--- src/rtl/alu_issue_sched_pkg.sv ---
`default_nettype none
// ============================================================================
// Module      : alu_issue_sched_pkg
// Description : Shared widths, issue-entry type and wakeup tag compare for the
//               ALU issue scheduler.
// Revision    : 1.0 - initial release
// ============================================================================
package alu_issue_sched_pkg;

  localparam int NENT       = 8;
  localparam int LNENT      = 3;
  localparam int CNTRL_SIZE = 7;
  localparam int NCOMMIT    = 32;
  localparam int LNCOMMIT   = 5;
  localparam int VA_SZ      = 48;
  localparam int NWAKE      = 2;

  typedef logic [LNENT-1:0]    idx_t;
  typedef logic [LNENT:0]      cnt_t;
  typedef logic [LNCOMMIT-1:0] tag_t;

  typedef struct packed {
    logic [CNTRL_SIZE-1:0] control;
    tag_t                  rd;
    logic                  makes_rd;
    logic                  needs_rs2;
    tag_t                  rs1;
    tag_t                  rs2;
    logic                  rs1_rdy;
    logic                  rs2_rdy;
    logic [31:0]           immed;
    logic [VA_SZ-2:0]      pc;
  } entry_t;

  // True when any valid result bus, or the local fast-wake source, carries tag
  function automatic logic wake_hit(
    input tag_t                      tag,
    input logic [NWAKE-1:0]          wv,
    input logic [NWAKE*LNCOMMIT-1:0] wrd,
    input logic                      fv,
    input tag_t                      frd
  );
    logic hit;
    hit = fv && (frd == tag);
    for (int i = 0; i < NWAKE; i++) begin
      if (wv[i] && (wrd[i*LNCOMMIT +: LNCOMMIT] == tag)) hit = 1'b1;
    end
    return hit;
  endfunction

endpackage
`default_nettype wire

--- src/rtl/alu_issue_sched_if.sv ---
`default_nettype none
// ============================================================================
// Module      : alu_issue_sched_if
// Description : Op input, wakeup/kill and issue bundle of the ALU scheduler.
// Revision    : 1.0 - initial release
// ============================================================================
interface alu_issue_sched_if;
  import alu_issue_sched_pkg::*;

  logic                      in_valid;
  logic                      in_ready;
  logic [CNTRL_SIZE-1:0]     in_control;
  tag_t                      in_rd;
  logic                      in_makes_rd;
  logic                      in_needs_rs2;
  tag_t                      in_rs1;
  tag_t                      in_rs2;
  logic                      in_rs1_rdy;
  logic                      in_rs2_rdy;
  logic [31:0]               in_immed;
  logic [VA_SZ-2:0]          in_pc;
  logic [NWAKE-1:0]          wake_valid;
  logic [NWAKE*LNCOMMIT-1:0] wake_rd;
  logic [NCOMMIT-1:0]        commit_kill;
  logic                      issue_enable;
  logic [CNTRL_SIZE-1:0]     issue_control;
  tag_t                      issue_rd;
  logic                      issue_makes_rd;
  logic                      issue_needs_rs2;
  tag_t                      issue_rs1;
  tag_t                      issue_rs2;
  logic [31:0]               issue_immed;
  logic [VA_SZ-2:0]          issue_pc;
  logic [LNENT:0]            count;

  modport master (
    output in_valid, in_control, in_rd, in_makes_rd, in_needs_rs2,
           in_rs1, in_rs2, in_rs1_rdy, in_rs2_rdy, in_immed, in_pc,
           wake_valid, wake_rd, commit_kill,
    input  in_ready, issue_enable, issue_control, issue_rd, issue_makes_rd,
           issue_needs_rs2, issue_rs1, issue_rs2, issue_immed, issue_pc, count
  );

  modport slave (
    input  in_valid, in_control, in_rd, in_makes_rd, in_needs_rs2,
           in_rs1, in_rs2, in_rs1_rdy, in_rs2_rdy, in_immed, in_pc,
           wake_valid, wake_rd, commit_kill,
    output in_ready, issue_enable, issue_control, issue_rd, issue_makes_rd,
           issue_needs_rs2, issue_rs1, issue_rs2, issue_immed, issue_pc, count
  );

endinterface
`default_nettype wire

--- src/rtl/alu_issue_sched_age_pick.sv ---
`default_nettype none
// ============================================================================
// Module      : alu_issue_age_pick
// Description : NENT x NENT age matrix with oldest-ready one-hot pick/encode.
// Revision    : 1.0 - initial release
// ============================================================================
module alu_issue_age_pick
  import alu_issue_sched_pkg::*;
(
  input  logic            clk,
  input  logic            reset,
  input  logic            alloc,
  input  idx_t            alloc_idx,
  input  logic [NENT-1:0] valid,
  input  logic [NENT-1:0] ready,
  output logic [NENT-1:0] sel_oh,
  output idx_t            sel_idx,
  output logic            any
);

  // r_age[i][j] set means entry j is older than entry i
  logic [NENT-1:0] r_age [NENT];

  always_ff @(posedge clk) begin
    if (reset) begin
      for (int i = 0; i < NENT; i++) r_age[i] <= '0;
    end else if (alloc) begin
      // Stale column bits from the slot's previous occupant are cleared here
      for (int i = 0; i < NENT; i++) r_age[i][alloc_idx] <= 1'b0;
      r_age[alloc_idx] <= valid;
    end
  end

  always_comb begin
    sel_oh  = '0;
    sel_idx = '0;
    for (int i = 0; i < NENT; i++) begin
      sel_oh[i] = ready[i] & ~(|(r_age[i] & ready));
      if (sel_oh[i]) sel_idx = idx_t'(i);
    end
    any = |ready;
  end

endmodule
`default_nettype wire

--- src/rtl/alu_issue_sched.sv ---
`default_nettype none
// ============================================================================
// Module      : alu_issue_sched
// Description : Out-of-order issue queue feeding one ALU; oldest-ready select.
//               Optional FAST_WAKEUP_EN: the selected op's rd wakes dependents
//               in its own select cycle.
// Revision    : 1.0 - initial release
// ============================================================================
module alu_issue_sched
  import alu_issue_sched_pkg::*;
(
  input  logic              clk,
  input  logic              reset,
  alu_issue_sched_if.slave  bus
);

  logic [NENT-1:0]       r_valid;
  entry_t                r_ent [NENT];
  cnt_t                  r_count;
  logic                  r_issue_en;
  logic [CNTRL_SIZE-1:0] r_issue_control;
  tag_t                  r_issue_rd;
  logic                  r_issue_makes_rd;
  logic                  r_issue_needs_rs2;
  tag_t                  r_issue_rs1;
  tag_t                  r_issue_rs2;
  logic [31:0]           r_issue_immed;
  logic [VA_SZ-2:0]      r_issue_pc;

  logic [NENT-1:0] w_ready, w_kill, w_sel_oh, w_valid_next;
  logic [NENT-1:0] w_rs1_hit, w_rs2_hit;
  idx_t            w_sel_idx, w_free_idx;
  logic            w_any, w_alloc, w_written;
  logic            w_fw_valid;
  tag_t            w_fw_rd;
  entry_t          w_sel, w_in_ent;

  assign bus.in_ready = (r_count != cnt_t'(NENT));

  always_comb begin
    w_ready = '0;
    w_kill  = '0;
    for (int i = 0; i < NENT; i++) begin
      w_kill[i]  = bus.commit_kill[r_ent[i].rd];
      w_ready[i] = r_valid[i] & r_ent[i].rs1_rdy &
                   (r_ent[i].rs2_rdy | ~r_ent[i].needs_rs2) & ~w_kill[i];
    end
  end

  alu_issue_age_pick u_age_pick (
    .clk       (clk),
    .reset     (reset),
    .alloc     (w_written),
    .alloc_idx (w_free_idx),
    .valid     (r_valid),
    .ready     (w_ready),
    .sel_oh    (w_sel_oh),
    .sel_idx   (w_sel_idx),
    .any       (w_any)
  );

  assign w_sel = r_ent[w_sel_idx];

`ifdef FAST_WAKEUP_EN
  assign w_fw_valid = w_any & w_sel.makes_rd;
  assign w_fw_rd    = w_sel.rd;
`else
  assign w_fw_valid = 1'b0;
  assign w_fw_rd    = '0;
`endif

  always_comb begin
    w_free_idx = '0;
    for (int i = NENT - 1; i >= 0; i--) begin
      if (!r_valid[i]) w_free_idx = idx_t'(i);
    end
  end

  // A killed incoming op is consumed but never lands in the queue
  assign w_alloc   = bus.in_valid & bus.in_ready;
  assign w_written = w_alloc & ~bus.commit_kill[bus.in_rd];

  always_comb begin
    w_rs1_hit = '0;
    w_rs2_hit = '0;
    for (int i = 0; i < NENT; i++) begin
      w_rs1_hit[i] = wake_hit(r_ent[i].rs1, bus.wake_valid, bus.wake_rd, w_fw_valid, w_fw_rd);
      w_rs2_hit[i] = wake_hit(r_ent[i].rs2, bus.wake_valid, bus.wake_rd, w_fw_valid, w_fw_rd);
    end
  end

  always_comb begin
    w_in_ent.control   = bus.in_control;
    w_in_ent.rd        = bus.in_rd;
    w_in_ent.makes_rd  = bus.in_makes_rd;
    w_in_ent.needs_rs2 = bus.in_needs_rs2;
    w_in_ent.rs1       = bus.in_rs1;
    w_in_ent.rs2       = bus.in_rs2;
    w_in_ent.rs1_rdy   = bus.in_rs1_rdy |
                         wake_hit(bus.in_rs1, bus.wake_valid, bus.wake_rd, w_fw_valid, w_fw_rd);
    w_in_ent.rs2_rdy   = bus.in_rs2_rdy |
                         wake_hit(bus.in_rs2, bus.wake_valid, bus.wake_rd, w_fw_valid, w_fw_rd);
    w_in_ent.immed     = bus.in_immed;
    w_in_ent.pc        = bus.in_pc;
  end

  always_comb begin
    w_valid_next = r_valid & ~w_sel_oh & ~w_kill;
    if (w_written) w_valid_next[w_free_idx] = 1'b1;
  end

  always_ff @(posedge clk) begin
    if (reset) begin
      r_valid <= '0;
      r_count <= '0;
    end else begin
      for (int i = 0; i < NENT; i++) begin
        r_ent[i].rs1_rdy <= r_ent[i].rs1_rdy | w_rs1_hit[i];
        r_ent[i].rs2_rdy <= r_ent[i].rs2_rdy | w_rs2_hit[i];
      end
      if (w_written) r_ent[w_free_idx] <= w_in_ent;
      r_valid <= w_valid_next;
      r_count <= cnt_t'($countones(w_valid_next));
    end
  end

  always_ff @(posedge clk) begin
    if (reset) begin
      r_issue_en        <= 1'b0;
      r_issue_control   <= '0;
      r_issue_rd        <= '0;
      r_issue_makes_rd  <= 1'b0;
      r_issue_needs_rs2 <= 1'b0;
      r_issue_rs1       <= '0;
      r_issue_rs2       <= '0;
      r_issue_immed     <= '0;
      r_issue_pc        <= '0;
    end else begin
      r_issue_en <= w_any;
      if (w_any) begin
        r_issue_control   <= w_sel.control;
        r_issue_rd        <= w_sel.rd;
        r_issue_makes_rd  <= w_sel.makes_rd;
        r_issue_needs_rs2 <= w_sel.needs_rs2;
        r_issue_rs1       <= w_sel.rs1;
        r_issue_rs2       <= w_sel.rs2;
        r_issue_immed     <= w_sel.immed;
        r_issue_pc        <= w_sel.pc;
      end
    end
  end

  assign bus.issue_enable    = r_issue_en;
  assign bus.issue_control   = r_issue_control;
  assign bus.issue_rd        = r_issue_rd;
  assign bus.issue_makes_rd  = r_issue_makes_rd;
  assign bus.issue_needs_rs2 = r_issue_needs_rs2;
  assign bus.issue_rs1       = r_issue_rs1;
  assign bus.issue_rs2       = r_issue_rs2;
  assign bus.issue_immed     = r_issue_immed;
  assign bus.issue_pc        = r_issue_pc;
  assign bus.count           = r_count;

endmodule
`default_nettype wire

--- src/flat_wrapper.sv ---
// flat-port wrapper written by rule: the top's interface ports become plain ports
module alu_issue_sched_flat import alu_issue_sched_pkg::*;
  (clk, reset, bus_in_valid, bus_in_control, bus_in_rd, bus_in_makes_rd, bus_in_needs_rs2, bus_in_rs1, bus_in_rs2, bus_in_rs1_rdy, bus_in_rs2_rdy, bus_in_immed, bus_in_pc, bus_wake_valid, bus_wake_rd, bus_commit_kill, bus_in_ready, bus_issue_enable, bus_issue_control, bus_issue_rd, bus_issue_makes_rd, bus_issue_needs_rs2, bus_issue_rs1, bus_issue_rs2, bus_issue_immed, bus_issue_pc, bus_count);
  alu_issue_sched_if bus_i ();
  input  logic clk;
  input  logic reset;
  input wire logic [$bits(bus_i.in_valid)-1:0] bus_in_valid;
  input wire logic [$bits(bus_i.in_control)-1:0] bus_in_control;
  input wire logic [$bits(bus_i.in_rd)-1:0] bus_in_rd;
  input wire logic [$bits(bus_i.in_makes_rd)-1:0] bus_in_makes_rd;
  input wire logic [$bits(bus_i.in_needs_rs2)-1:0] bus_in_needs_rs2;
  input wire logic [$bits(bus_i.in_rs1)-1:0] bus_in_rs1;
  input wire logic [$bits(bus_i.in_rs2)-1:0] bus_in_rs2;
  input wire logic [$bits(bus_i.in_rs1_rdy)-1:0] bus_in_rs1_rdy;
  input wire logic [$bits(bus_i.in_rs2_rdy)-1:0] bus_in_rs2_rdy;
  input wire logic [$bits(bus_i.in_immed)-1:0] bus_in_immed;
  input wire logic [$bits(bus_i.in_pc)-1:0] bus_in_pc;
  input wire logic [$bits(bus_i.wake_valid)-1:0] bus_wake_valid;
  input wire logic [$bits(bus_i.wake_rd)-1:0] bus_wake_rd;
  input wire logic [$bits(bus_i.commit_kill)-1:0] bus_commit_kill;
  output wire logic [$bits(bus_i.in_ready)-1:0] bus_in_ready;
  output wire logic [$bits(bus_i.issue_enable)-1:0] bus_issue_enable;
  output wire logic [$bits(bus_i.issue_control)-1:0] bus_issue_control;
  output wire logic [$bits(bus_i.issue_rd)-1:0] bus_issue_rd;
  output wire logic [$bits(bus_i.issue_makes_rd)-1:0] bus_issue_makes_rd;
  output wire logic [$bits(bus_i.issue_needs_rs2)-1:0] bus_issue_needs_rs2;
  output wire logic [$bits(bus_i.issue_rs1)-1:0] bus_issue_rs1;
  output wire logic [$bits(bus_i.issue_rs2)-1:0] bus_issue_rs2;
  output wire logic [$bits(bus_i.issue_immed)-1:0] bus_issue_immed;
  output wire logic [$bits(bus_i.issue_pc)-1:0] bus_issue_pc;
  output wire logic [$bits(bus_i.count)-1:0] bus_count;
  assign bus_i.in_valid = bus_in_valid;
  assign bus_i.in_control = bus_in_control;
  assign bus_i.in_rd = bus_in_rd;
  assign bus_i.in_makes_rd = bus_in_makes_rd;
  assign bus_i.in_needs_rs2 = bus_in_needs_rs2;
  assign bus_i.in_rs1 = bus_in_rs1;
  assign bus_i.in_rs2 = bus_in_rs2;
  assign bus_i.in_rs1_rdy = bus_in_rs1_rdy;
  assign bus_i.in_rs2_rdy = bus_in_rs2_rdy;
  assign bus_i.in_immed = bus_in_immed;
  assign bus_i.in_pc = bus_in_pc;
  assign bus_i.wake_valid = bus_wake_valid;
  assign bus_i.wake_rd = bus_wake_rd;
  assign bus_i.commit_kill = bus_commit_kill;
  assign bus_in_ready = bus_i.in_ready;
  assign bus_issue_enable = bus_i.issue_enable;
  assign bus_issue_control = bus_i.issue_control;
  assign bus_issue_rd = bus_i.issue_rd;
  assign bus_issue_makes_rd = bus_i.issue_makes_rd;
  assign bus_issue_needs_rs2 = bus_i.issue_needs_rs2;
  assign bus_issue_rs1 = bus_i.issue_rs1;
  assign bus_issue_rs2 = bus_i.issue_rs2;
  assign bus_issue_immed = bus_i.issue_immed;
  assign bus_issue_pc = bus_i.issue_pc;
  assign bus_count = bus_i.count;
  alu_issue_sched u_core (.clk(clk), .reset(reset), .bus(bus_i));
endmodule
--- config.mk ---
export PLATFORM = sky130hd
export DESIGN_NAME = alu_issue_sched_flat
export DESIGN_NICKNAME = d
export VERILOG_FILES = /design/src/rtl/alu_issue_sched_pkg.sv /design/src/rtl/alu_issue_sched_if.sv /design/src/rtl/alu_issue_sched_age_pick.sv /design/src/rtl/alu_issue_sched.sv /design/src/flat_wrapper.sv
export SDC_FILE = /design/constraint.sdc
export NUM_CORES = 1
export LEC_CHECK = 0
export CORE_MARGIN = 2
export CORE_UTILIZATION = 35
export CTS_CLUSTER_SIZE = 25
export DETAILED_ROUTE_END_ITERATION = 10
export GPL_TIMING_DRIVEN = 1
export SLEW_MARGIN = 20
export SYNTH_ARGS = -nofsm -noshare
export SYNTH_HDL_FRONTEND = slang
export SYNTH_HIERARCHICAL = 1
export SYNTH_SLANG_ARGS = --single-unit
--- constraint.sdc ---
create_clock -name clk -period 16.95 [get_ports clk]
set_input_delay 4.2375 -clock clk [delete_from_list [all_inputs] [get_ports clk]]
set_output_delay 4.2375 -clock clk [all_outputs]
set_load 0.02 [all_outputs]
==> results of run 1 <==
cells by family after synthesis:
| family | Yosys count |
|---|---|
| buffers and inverters | 228 |
| and+or+nand+nor | 441 |
| adders and majority gates | 7 |
| AOI/OAI and AO/OA | 265 |
| xor gates and xnor gates | 181 |
| DFF | 1020 |
| muxes | 465 |
path summary, 6_finish.rpt:
kind	start	cells after the start	slack, ps	to
hold reg to reg	u_core/bus.issue_pc[11]	2	480	u_core/bus.issue_pc[11]
setup / recovery	bus_commit_kill[11]	16	7330	u_core/bus.issue_pc[30]
hold / removal	u_core/bus.issue_pc[11]	2	480	u_core/bus.issue_pc[11]
setup reg to reg	u_core/r_ent[4][94]	15	10530	u_core/bus.issue_pc[30]
per-stage QoR:
step	std cells	hold slack, ps
4_1_cts	4589	488
3_5_place_dp	4384	481
2_1_floorplan	2607	557
5_1_grt	4589	504
3_3_place_gp	4384	475
6_report	4591	481
cell type report:
| class | instances | area (um^2) | share of cell area |
|---|---|---|---|
| inverters | 35 | 131 | 0.00253 |
| well taps | 1650 | 2060 | 0.0397 |
| multi-input cells | 1359 | 13600 | 0.262 |
| flip-flops and latches | 1020 | 29500 | 0.567 |
| diodes | 2 | 5.00 | 0.0000962 |
| repair buffers | 320 | 3080 | 0.0592 |
| clock buffers | 145 | 2970 | 0.0570 |
| clock inverters | 60 | 659 | 0.0127 |
state kept, by name, summed over array words and instances (netlist names), 4 cells and up:
signal                    count
u_core/bus.count              4
u_core/bus.issue_immed       32
u_core/bus.issue_rs1          5
u_core/bus.issue_rs2          5
u_core/r_ent                840
u_core/bus.issue_pc          47
u_core/r_valid                8
u_core/u_age_pick/r_age      64
u_core/bus.issue_rd           5
u_core/bus.issue_control      7
critical path: stages:
cell	delay, ps
clkdlybuf4s50_1	640
mux4_2	550
mux2i_1	210
nand3b_1	110
nand4_1	140
nand2_1	110
nor2_1	690
nand4b_1	190
nor2_1	330
a21oi_1	200
o311ai_4	300
buf_4	610
buf_4	880
mux4_2	610
mux2i_1	150
a211oi_1	100
synthesized netlist by cell type (all sizes together) (35+ instances only):
library cell | n | area share
mux2i | 239 | 0.054
nor4 | 41 | 0.0065
edfxtp | 904 | 0.62
xnor2 | 36 | 0.0072
and2 | 43 | 0.0063
inv | 35 | 0.0030
a211oi | 108 | 0.019
nand2 | 80 | 0.0070
buf | 98 | 0.012
a22oi | 67 | 0.011
xor2 | 145 | 0.029
mux4 | 224 | 0.12
nor2 | 144 | 0.013
dfxtp | 116 | 0.053
clkbuf | 95 | 0.0082
report_power, final:
group | internal, mW | switching, mW
Clock | 1.40 | 0.997
Combinational | 0.114 | 0.170
Sequential | 2.77 | 0.0213
Total | 4.29 | 1.19
layer usage:
layer | share of wire | track usage
met1 | 0.43 | 0.248
met2 | 0.49 | 0.303
met5 | 0.00089 | 0
met3 | 0.065 | 0.0381
met4 | 0.019 | 0.0445
==> run_results.csv, run 1 <==
group,metric,value,unit
sta,maxSlewViolCount,0,
clocking,htreeDepth,3,
route,firstDrtPassIters,6,
power,leakagePower,16.5,nW
clocking,root_buffer,"clkbuf_16",
sta,rsz0062_at_grt,"false",
clocking,tritoncts,"done",
yosys,synthArstFlopShare,0,
power,powerDensity,105,mW/mm^2
layout,mostFrequentLayoutCell,"edfxtp_1",
power,peakVddDrop,0.0000794,V
global_routing,grt_usage,0.184,
placement,gp_congestion,0.934,
run,maxCapViolations,0,
layout,fillers,11245,
layout,nets,3005,
global_routing,grt_pass1_wl,173000,um
clocking,cts_sinks,1020,
yosys,synth_edf_count,904,
layout,most-common-layout-cells,"edfxtp_1 (904), clkdlybuf4s50_1 (259), mux2i_1 (239)",
yosys,synth_compound_area_frac,0.0445,
route,via_per_inst,5.35,
route,drc,0,
route,first_iter_violations,2272,
yosys,synthXorXnorAreaFrac,0.0360,
sta,worstMarginPinSlew,1170,ps
sta,relSlewSlack,0.222,
yosys,synthesis.area,0.0440,mm^2
hold_path,min_path_type,"flip-flop to flip-flop",
yosys,synth_fa_ha_area_frac,0.00267,
floorplan,row_count,130,
route,detail-route-antenna-nets,0,
placement,hpwlAfterDp,71500,um
clocking,hold_buffers,0,
yosys,synth_ff_type,"edfxtp_1",
sta,period_needed,9620,ps
critical_path,arrival,10130,ps
sta,hold_viol,0,
clocking,clkTransAtPathRegs,60,ps
yosys,synthCells,2607,
yosys,syn_nets,2766,
layout,fin_util,0.415,
yosys,synth_top_family_by_area,"multiplexers",
placement,placed_area,0.0484,mm^2
clocking,clockBufferDepth,3,
sta,fmax,104,MHz
yosys,syn_area_per_cell,16.9,um^2
layout,design_area,0.0520,mm^2
sta,finalSetupViolCount,0,
critical_path,start_kind,"input pin",
critical_path,worstPathRequired,17460,ps
clocking,clkLatencyLatePin,700,ps
floorplan,start_util,0.352,
floorplan,die_h,359,um
clocking,numCtsBuffers,110,
floorplan,coreArea,0.125,mm^2
clocking,post_cts_buffers,0,
global_routing,antenna_found_initial,10,
critical_path,crit_path_max_fanout,48,
power,power,5.48,mW
yosys,synth_seq_cells,1020,
floorplan,dieArea,0.129,mm^2
global_routing,overflow,0,
yosys,synth_mux_area_frac,0.170,
sta,skew,28.1,ps
layout,areaGrowthSynthToFinish,18.1,%
layout,drive_gt1_frac,0.174,
global_routing,grt_pass1_vias,25029,
yosys,ys_seq_area_frac,0.669,
yosys,yosys.area_share.simple,0.0547,
critical_path,crit_type,"input pin to flip-flop",
status,status,"finished, final reports clean",
placement,dp_slack,6670,ps
yosys,yosysWarningCount,6,
route,num_vias,24548,
floorplan,io_pins,261,
yosys,synth_cell_types,69,
sta,fin_ws,7330,ps
route,drt-wirelength-per-cell,26.0,um
placement,portBuffers,260,
critical_path,end_kind,"flip-flop",
floorplan,die_x,359,um
sta,finalCritPeriodShare,0.568,
route,wl,119000,um
clocking,cts_resized,0,
global_routing,grt_max_degree,125,
sta,setup_tns,0,ps
No activity file was read; power rests on OpenSTA's default activity.
==> inputs of run 2 (changes only) <==
Clock period 16.95 ns to 9.93 ns, I/O delays scaled along.
==> run_results.csv, run 2 (synthesis gave the netlist of run 1 again) <==
group,metric,value,unit
placement,gp_congestion,0.907,
critical_path,worstPathRequired,10470,ps
status,status,"finished, final reports clean",
clocking,numCtsBuffers,107,
floorplan,start_util,0.352,
placement,placed_area,0.0484,mm^2
sta,fin_hold_ws,484,ps
global_routing,antenna_found_initial,10,
global_routing,overflow,0,
global_routing,grt_pass1_vias,24915,
sta,finalCritPeriodShare,0.745,
placement,portBuffers,260,
critical_path,crit_chain,"clkdlybuf4s50_1 -> mux4_1 -> mux2_2 -> a211oi_2 -> o21ai_2 -> nor2_1 -> a22oi_1 -> and3_1 -> o32ai_1 -> fa_1 -> inv_1 -> fa_1 -> fa_1 -> inv_1 -> ha_1 -> inv_1 -> fa_1 -> xor2_1 -> nor2_1",
power,leakagePower,16.5,nW
sta,rsz0062_at_grt,"false",
global_routing,grt_pass1_wl,172000,um
route,firstDrtPassIters,5,
critical_path,cpLargestDelayFamily,"adder cells",
route,via_per_inst,5.37,
power,power,9.26,mW
layout,fin_util,0.415,
layout,design_area,0.0520,mm^2
clocking,clockBufferDepth,3,
layout,largest_register,"u_core/r_ent",
clocking,root_buffer,"clkbuf_16",
floorplan,dieArea,0.129,mm^2
route,drc,0,
critical_path,slowest_delay,670,ps
clocking,cts_sinks,1020,
placement,hpwlAfterDp,69700,um
route,drt-wirelength-per-cell,25.8,um
global_routing,grt_max_degree,106,
global_routing,grt_usage,0.182,
sta,skew,40.4,ps
floorplan,io_pins,261,
floorplan,row_count,130,
floorplan,die_h,359,um
sta,maxSlewViolCount,0,
critical_path,worst-path-buf-inv,4,
run,maxCapViolations,0,
critical_path,arrival,7940,ps
layout,largest_reg_flops,840,
floorplan,coreArea,0.125,mm^2
power,powerDensity,178,mW/mm^2
route,first_iter_violations,1944,
route,num_vias,24625,
clocking,tritoncts,"done",
hold_path,min_path_type,"flip-flop to flip-flop",
clocking,hold_buffers,0,
route,wl,118000,um
critical_path,crit_path_frequent_cell,"fa_1",
critical_path,crit_type,"input pin to flip-flop",
placement,dp_slack,1890,ps
layout,most-common-layout-cells,"edfxtp_1 (904), clkdlybuf4s50_1 (259), mux2i_1 (239)",
placement,dpl.cell_count,4381,
sta,hold_viol,0,
layout,final_cells,4588,
clocking,clkTransAtPathRegs,60,ps
route,detail-route-antenna-nets,0,
critical_path,start_kind,"input pin",
floorplan,die_x,359,um
clocking,cts_resized,0,
sta,fmax,135,MHz
sta,setup_tns,0,ps
clocking,clkLatencyLatePin,730,ps
power,peakVddDrop,0.000156,V
layout,mostFrequentLayoutCell,"edfxtp_1",
sta,worstMarginPinSlew,1150,ps
clocking,htreeDepth,3,
critical_path,crit_slowest_cell,"nor2_1",
critical_path,crit_path_max_fanout,9,
clocking,post_cts_buffers,0,
layout,nets,2999,
sta,relSlewSlack,0.235,
critical_path,end_kind,"flip-flop",
layout,areaGrowthSynthToFinish,18.1,%
sta,period_needed,7400,ps
layout,drive_gt1_frac,0.170,
sta,finalSetupViolCount,0,
sta,fin_ws,2530,ps
-- run 2: metal layers --
layer / vias up / global-route usage / part of all wire
met3: 182 / 0.0369 / 0.063
li1: 10800 / - / -
met1: 12932 / 0.251 / 0.44
met5: - / 0 / 0.00080
met4: 14 / 0.0510 / 0.022
met2: 697 / 0.292 / 0.48
-- run 2: final timing paths --
check	slack (ps)	depth (start not counted)	startpoint	to
max	2530	19	bus_commit_kill[28]	u_core/bus.count[2]
min	480	2	u_core/bus.issue_pc[25]	u_core/bus.issue_pc[25]
max reg2reg	3880	19	u_core/r_ent[0][94]	u_core/bus.count[2]
min reg2reg	480	2	u_core/bus.issue_pc[25]	u_core/bus.issue_pc[25]
-- run 2: power breakdown --
group | switching (mW) | internal [mW] | total, mW
Combinational | 0.290 | 0.196 | 0.485
Clock | 1.66 | 2.34 | 4.00
Sequential | 0.0356 | 4.73 | 4.77
-- run 2: worst min-delay path, stage by stage, from the launching register on --
cell      delay (ps)
dfxtp_1          310
nor2_1            80
a211oi_1          50
-- run 2: layout make-up --
type | count | area [um^2]
clock inverter | 53 | 589
antenna | 4 | 10.0
timing repair buffer | 317 | 3140
inverter | 35 | 131
multi-input combinational | 1359 | 13600
tap | 1650 | 2060
fill | 11212 | 73300
clock buffer | 150 | 2950
sequential | 1020 | 29500
==> inputs of run 3 (changes only) <==
Clock period 9.93 ns to 6.88 ns, I/O delays scaled along.
==> run_results.csv, run 3 (synthesis gave the netlist of run 1 again) <==
group,metric,value,unit
floorplan,dieArea,0.129,mm^2
layout,drive_gt1_frac,0.199,
critical_path,arrival,6630,ps
floorplan,coreArea,0.125,mm^2
run,maxCapViolations,0,
route,wl,119000,um
critical_path,reg2reg_depth,19,
floorplan,die_h,359,um
floorplan,row_count,130,
route,firstDrtPassIters,6,
layout,fillers,11094,
route,drc,0,
clocking,numCtsBuffers,111,
layout,nets,3078,
sta,fin_ws,792,ps
critical_path,reg2reg_slack,1380,ps
clocking,htreeDepth,3,
critical_path,cpLargestDelayFamily,"adder cells",
sta,setup_tns,0,ps
power,leakagePower,17.1,nW
layout,multi_input_area,0.0136,mm^2
status,status,"finished, final reports clean",
critical_path,crit_path_max_fanout,7,
layout,final_cells,4670,
critical_path,worstPathRequired,7420,ps
clocking,clkLatencyLatePin,710,ps
critical_path,r2r_start,"u_core/r_ent[6][94]",
critical_path,worstSetupStartpoint,"bus_commit_kill[1]",
sta,period_needed,6090,ps
floorplan,start_util,0.352,
route,first_iter_violations,2000,
hold_path,worstHoldStart,"u_core/bus.issue_immed[24]",
sta,finalCritPeriodShare,0.885,
placement,gp_congestion,0.912,
placement,dp_slack,98.7,ps
sta,relSlewSlack,0.259,
clocking,tritoncts,"done",
placement,portBuffers,260,
critical_path,crit_path_frequent_cell,"fa_1",
layout,largest_reg_flops,840,
placement,hpwlAfterDp,72000,um
sta,finalSetupViolCount,0,
route,via_per_inst,5.32,
route,num_vias,24822,
hold_path,min_path_type,"flip-flop to flip-flop",
clocking,root_buffer,"clkbuf_16",
clocking,hold_buffers,0,
sta,fmax,164,MHz
critical_path,worst_r2r_endpoint,"u_core/bus.count[2]",
critical_path,end_kind,"flip-flop",
hold_path,hold_path_end,"u_core/bus.issue_immed[24]",
clocking,clockBufferDepth,3,
clocking,post_cts_buffers,0,
sta,hold_viol,0,
critical_path,slowest_delay,630,ps
route,drt-wirelength-per-cell,25.5,um
placement,dpl.cell_count,4456,
power,powerDensity,263,mW/mm^2
sta,worstMarginPinSlew,1110,ps
route,detail-route-antenna-nets,0,
sta,maxSlewViolCount,0,
critical_path,crit_type,"input pin to flip-flop",
layout,largest_register,"u_core/r_ent",
critical_path,start_kind,"input pin",
layout,design_area,0.0533,mm^2
floorplan,io_pins,261,
clocking,cts_resized,0,
layout,mostFrequentLayoutCell,"edfxtp_1",
critical_path,crit_slowest_cell,"clkdlybuf4s50_1",
clocking,clkTransAtPathRegs,60,ps
critical_path,crit_chain,"clkdlybuf4s50_1 -> mux2i_1 -> mux4_1 -> a22o_1 -> o21ai_2 -> nor2_1 -> a22oi_1 -> nand2_1 -> nor2_1 -> o22ai_1 -> fa_1 -> inv_1 -> fa_1 -> fa_1 -> inv_1 -> ha_1 -> inv_1 -> fa_1 -> xor2_1 -> nor2_1",
layout,areaGrowthSynthToFinish,21.0,%
placement,placed_area,0.0493,mm^2
global_routing,grt_usage,0.183,
sta,skew,51.3,ps
global_routing,grt_max_degree,109,
sta,rsz0062_at_grt,"false",
global_routing,grt_pass1_vias,25622,
hold_path,holdPathStages,2,
global_routing,antenna_found_initial,10,
power,peakVddDrop,0.000234,V
floorplan,die_x,359,um
global_routing,grt_pass1_wl,174000,um
global_routing,overflow,0,
clocking,cts_sinks,1020,
critical_path,worst-path-buf-inv,4,
layout,layout.area.seq,0.0295,mm^2
layout,most-common-layout-cells,"edfxtp_1 (904), clkdlybuf4s50_1 (259), mux2i_1 (239)",
==> run 3: changes by cell type in the layout (fill, tap and decap cells not counted), sizes merged, moves of 4 or more <==
cell,delta
inv,+4
buf,+75
clkbuf,+6
clkinvlp,+5
bufinv,+6
clkinv,-12
==> run 3: power by group <==
part           internal (mW)  total, mW  switching, mW
sequential              6.83       6.88         0.0508
combinational          0.300      0.727          0.426
clock                   3.86       6.39           2.53
total                   11.0       14.0           3.00
==> run 3: per-layer routing <==
| metal | up-vias | part of all wire | track usage |
|---|---|---|---|
| li1 | 10974 | - | - |
| met5 | - | 0.00085 | 0 |
| met4 | 16 | 0.020 | 0.0493 |
| met1 | 12942 | 0.43 | 0.249 |
| met3 | 173 | 0.061 | 0.0336 |
| met2 | 717 | 0.48 | 0.301 |
==> run 3: layout make-up <==
class	count	area share
multi-input combinational	1359	0.256
tap	1650	0.0387
clock inverter	56	0.0154
antenna	2	0.0000939
clock buffer	156	0.0599
timing repair buffer	392	0.0741
sequential	1020	0.553
inverter	35	0.00247
==> run 3: stage by stage <==
| stage | utilization | power (mW) | hold slack, ps |
|---|---|---|---|
| 3_3_place_gp | 0.393 | 7.73 | 472 |
| 4_1_cts | 0.425 | 14.2 | 484 |
| 3_5_place_dp | 0.393 | 7.74 | 476 |
| 6_report | 0.425 | 14.0 | 484 |
| 2_1_floorplan | - | 7.37 | 557 |
| 5_1_grt | 0.425 | 14.5 | 498 |
==> run 3: worst max-delay path by stage <==
stage	endpoint	depth (start not counted)	slack, ps
floorplan	u_core/r_ent[0][79]	8	-600
global placement	u_core/bus.count[2]	22	100
detailed placement	u_core/bus.count[2]	20	100
CTS	u_core/bus.count[2]	20	870
global route	u_core/bus.count[2]	22	530
finish	u_core/bus.count[2]	20	790
==> run 3: worst min-delay path, stage by stage (launching register included) <==
cell	delay [ps]
dfxtp_1	310
nor2_1	80
a211oi_1	50
